===== src/rtl/adder_share_ctrl.sv =====
// Round-robin sequencer sharing one N-bit adder (no carry-in/out) among NREQ requesters.
// Subtraction is done in two adder passes: a + ~b, then +1.
module adder_share_ctrl #(
  parameter int N    = 32,
  parameter int NREQ = 4,
  parameter int ID_W = 2
) (
  input  logic              clk,
  input  logic              rst_n,
  input  logic [NREQ-1:0]   req_valid,
  output logic [NREQ-1:0]   req_ready,
  input  logic [NREQ*N-1:0] req_a,
  input  logic [NREQ*N-1:0] req_b,
  input  logic [NREQ-1:0]   req_sub,
  output logic              rsp_valid,
  input  logic              rsp_ready,
  output logic [N-1:0]      rsp_data,
  output logic [ID_W-1:0]   rsp_id,
  output logic              busy
);

  typedef enum logic [1:0] {IDLE, PASS1, PASS2, DONE} state_t;

  state_t            state, state_nxt;
  logic [ID_W-1:0]   rr_ptr;
  logic [N-1:0]      a_q, b_q, res;
  logic              sub_q;
  logic [ID_W-1:0]   id_q;

  logic              grant_found;
  logic [ID_W-1:0]   grant_id;
  int unsigned       idx;

  logic [N-1:0]      add_a, add_b, sum;

  // Search starts at rr_ptr and wraps; first valid requester wins.
  always_comb begin
    grant_found = 1'b0;
    grant_id    = '0;
    idx         = 0;
    for (int unsigned i = 0; i < NREQ; i++) begin
      idx = (32'(rr_ptr) + i) % NREQ;
      if (!grant_found && req_valid[ID_W'(idx)]) begin
        grant_found = 1'b1;
        grant_id    = ID_W'(idx);
      end
    end
  end

  always_comb begin
    req_ready = '0;
    if (rst_n && state == IDLE && grant_found)
      req_ready[grant_id] = 1'b1;
  end

  // Operand mux into the single shared adder.
  always_comb begin
    add_a = '0;
    add_b = '0;
    case (state)
      PASS1: begin
        add_a = a_q;
        add_b = sub_q ? ~b_q : b_q;
      end
      PASS2: begin
        add_a = res;
        add_b = N'(1);
      end
      default: ;
    endcase
  end

  assign sum = add_a + add_b;

  always_comb begin
    state_nxt = state;
    case (state)
      IDLE:    if (grant_found) state_nxt = PASS1;
      PASS1:   state_nxt = sub_q ? PASS2 : DONE;
      PASS2:   state_nxt = DONE;
      DONE:    if (rsp_ready) state_nxt = IDLE;
      default: state_nxt = IDLE;
    endcase
  end

  always_ff @(posedge clk or negedge rst_n) begin
    if (!rst_n) begin
      state  <= IDLE;
      rr_ptr <= '0;
      a_q    <= '0;
      b_q    <= '0;
      sub_q  <= 1'b0;
      id_q   <= '0;
      res    <= '0;
    end else begin
      state <= state_nxt;
      if (state == IDLE && grant_found) begin
        a_q    <= req_a[32'(grant_id)*N +: N];
        b_q    <= req_b[32'(grant_id)*N +: N];
        sub_q  <= req_sub[grant_id];
        id_q   <= grant_id;
        rr_ptr <= ID_W'((32'(grant_id) + 1) % NREQ);
      end
      if (state == PASS1 || state == PASS2)
        res <= sum;
    end
  end

  assign rsp_valid = (state == DONE);
  assign rsp_data  = res;
  assign rsp_id    = id_q;
  assign busy      = (state != IDLE);

endmodule


===== config.mk =====
export PLATFORM = sky130hd
export DESIGN_NAME = adder_share_ctrl
export DESIGN_NICKNAME = d
export VERILOG_FILES = /design/src/rtl/adder_share_ctrl.sv
export SDC_FILE = /design/constraint.sdc
export NUM_CORES = 1
export LEC_CHECK = 0
export CAP_MARGIN = 15
export CORE_ASPECT_RATIO = 1.1
export CORE_MARGIN = 2
export CORE_UTILIZATION = 46
export CTS_CLUSTER_SIZE = 24
export DETAILED_ROUTE_END_ITERATION = 12
export PLACE_DENSITY = 0.91
export SLEW_MARGIN = 15
export SYNTH_ARGS = -nofsm -noshare
export SYNTH_HDL_FRONTEND = slang
export SYNTH_SLANG_ARGS = --single-unit

===== constraint.sdc =====
create_clock -name clk -period 4.4 [get_ports clk]
set_input_delay 0.44 -clock clk [delete_from_list [all_inputs] [get_ports clk]]
set_output_delay 0.44 -clock clk [all_outputs]
set_load 0.05 [all_outputs]

==> qor.txt <==
WP data required - 4.66 ns
First-pass GRT wire length - 42,200 µm
Max Clk Rate - 0.248 GHz
Final Wtd Congestion - 0.958
# DRC - 0
WP depth - 11
Run status - finished clean
Largest net degree at the start of global routing - 67
Clk_skew - 0.00675 ns
Netlist Area Pre-Place - 8310 µm²
Num CTS Buffers - 9
Worst skew pair latency - 0.35 ns
Fin crit share - 91.8%
Async SR Flop Fraction - 100%
Post-synth EDFFs - 0
Chip width - 132 µm
Slew Limit Fails - 0
Setup CP Type - flip-flop to flip-flop
RSZ-0062 raised after global routing - false
Final WL - 26,600 µm
Vias in the first global route - 7,934
#FFs+latches synth - 103
Clock Pin Slew Worst Setup and Hold Paths - 0.07 ns
Hold crit path type - input port to asynchronous set/reset pin
Initial antenna violation count - 0
Total GRT Usage - 27.7%
Hold Vio Cnt, Final - 0
Post-CTS sizing - 0
Proportion of synthesized chip area in sequential cells - 31.0%
Total power - 0.00745 W
Drt wl/cell - 20.6 µm
Synth-to-layout area growth - 42.6%
Critical path, cell by cell - inv_1 > ha_1 > and2_1 > a22o_1 > ha_1 > nand2_1 > nor3b_1 > o21ai_0 > a311oi_1 > nor3_1 > o31ai_1
Max-Cap Viols - 0
Post-CTS repair timing setup buffer count - 0
CP max-delay cell - a311oi_1
Slew margin rel. - 44.1%
CP arrival - 4.30 ns
Crit Path Max Fanout - 11
Synth Flop Type - dfrtp_1
Site Rows - 51
Net Count, Synth - 1,081
Setup TNS - 0 ns
CTS root buffer - clkbuf_16
Critical Path End Type - flip-flop
Worst-case clock buffer depth - 2
Post-CTS Hold Fix Bufs - 0
CP peak stage delay - 0.78 ns
Clock sinks - 103
FF+latch area - 2580 µm²
H-tree levels - 3
Initial Utilization - 47.0%
Final Setup Violations - 0
Filler cells - 1,291
Die ar. - 19,100 µm²
Grt ovf - 0
Bufs and invs on worst path - 1
Avg Synthesized Cell Area - 10.7 µm²
Utilization after layout - 67.0%
CTS tree - yes
Critical path's top delay family - compound AO/OA/AOI/OAI gates
Vias per cell - 6.00
First-pass DRT Iterations - 5
DP Wirelength - 21,900 µm
I/O Buffers - 306
Peak supply drop - 442 µV
Worst hold slack - 0.315 ns
CP startpoint kind - flip-flop
Leakage - 4.73 nW
Share of cells above drive strength 1 - 17.7%
Routed vias - 7,747
Worst-case reg-to-reg path depth - 11
Core Box Area - 17,700 µm²
Cells after synthesis - 773
Starting DRT DRC Count - 709
Io pins - 307
CP most frequent cell - ha_1
Worst-Margin Slew - 0.838 ns
Antenna Nets Post-Route - 0
Area of the multi-input gates - 5440 µm²
Fin crit period - 4.04 ns
Cell variety after synth - 66
Die Ht - 145 µm
Diode count - 0
Pwr Density - 629 nW/µm²
Synth warn - 0
Fin nets - 1,356
==> layout make-up <==
cell class,instances,share of cell area [%]
Timing Repair Buffer,318,26.7
Clock buffer,10,1.93
Clock inverter,6,0.560
Inverter,19,0.602
Tap cell,238,2.51
Multi-Input combinational cell,597,45.9
Sequential cell,103,21.8
==> placed cells by master, fill, tap and decap left out, drive strengths merged, types with 2 or more instances in the layout <==
master,netlist,routed
mux2,76,76
a22o,31,31
nor3b,2,2
inv,19,22
dfrtp,103,103
clkinv,0,2
clkbuf,36,10
nand2,56,56
clkdlybuf4s50,0,305
o2111ai,5,5
a311oi,2,2
or4,5,5
o21a,8,8
xnor2,38,38
a21o,6,6
nand3,13,13
mux2i,3,3
nor2,53,53
a21oi,47,47
nand4,14,14
buf,18,13
xor2,7,7
o31ai,8,8
o211ai,3,3
o21ai,32,32
and2,6,6
nand2b,6,6
o311ai,2,2
a31o,2,2
ha,40,40
nor2b,5,5
and3,5,5
nor3,16,16
nor4,6,6
mux4,65,65
o21bai,2,2
or3,5,5
a31oi,6,6
a211oi,4,4
==> layer usage <==
layer  track usage (%)  part of all wire [%]
met1              37.0                    41
met2              47.2                    50
met3              4.16                   6.2
met4              7.50                   2.1
met5                 0                     0
==> metrics by stage <==
step,instance area [µm²],instances,setup WS (ns)
2_1_floorplan,8310,773,0.647
3_3_place_gp,11600,1275,0.651
3_5_place_dp,11600,1275,0.506
4_1_cts,11800,1291,0.462
5_1_grt,11800,1291,0.0909
6_report,11800,1291,0.362
==> worst reg2reg max path, delay by kind of cell (launching register included) <==
kind	cells	cell delay, ns
AOI/OAI and AO/OA	4	1.64
adders and majority gates	2	0.69
buffers and inverters	1	0.11
DFF	1	0.42
and+or+nand+nor	4	1.10
==> cell usage after synthesis (all sizes together) (14+ instances only) <==
cell type	number	area, µm²
a21oi	47	235
mux2	76	856
nand2	56	215
nor3	16	80.1
xnor2	38	333
o21ai	32	160
inv	19	71.3
ha	40	500
nand4	14	87.6
a22o	31	272
dfrtp	103	2580
clkbuf	36	136
nor2	53	199
buf	18	103
mux4	65	1460
==> state kept, by name, indices dropped and copies added, names as in the netlist <==
signal and cells:
a_q 32, b_q 32, rr_ptr 2, rsp_data 32, rsp_id 2, state 2, sub_q 1
==> path summary, 6_finish.rpt <==
| path | start | end | slack [ns] |
|---|---|---|---|
| min in group clk | rsp_id[0] | rsp_id[0] | 0.52 |
| max in group asynchronous | rst_n | sub_q | 3.04 |
| max | state[0] | rsp_data[21] | 0.36 |
| min reg2reg | rsp_id[0] | rsp_id[0] | 0.52 |
| min | rst_n | a_q[7] | 0.31 |
| max reg2reg | state[0] | rsp_data[21] | 0.36 |
==> where the power goes <==
part | internal (W) | switching [W]
Sequential | 0.00141 | 0.000388
Clock | 0.000446 | 0.000374
Combinational | 0.00226 | 0.00258
==> cells by family (layout without fill, tap and decap cells) <==
group                      after synthesis  after routing  share of synthesized area [%]
muxes                                  144            144                           28.3
adders and majority gates               41             41                           6.27
and+or+nand+nor                        193            193                           11.3
xor gates and xnor gates                45             45                           4.75
buffers and inverters                   73            353                           3.74
DFF                                    103            103                           31.0
AOI/OAI and AO/OA                      174            174                           14.6
No activity file was read; power rests on OpenSTA's default activity.
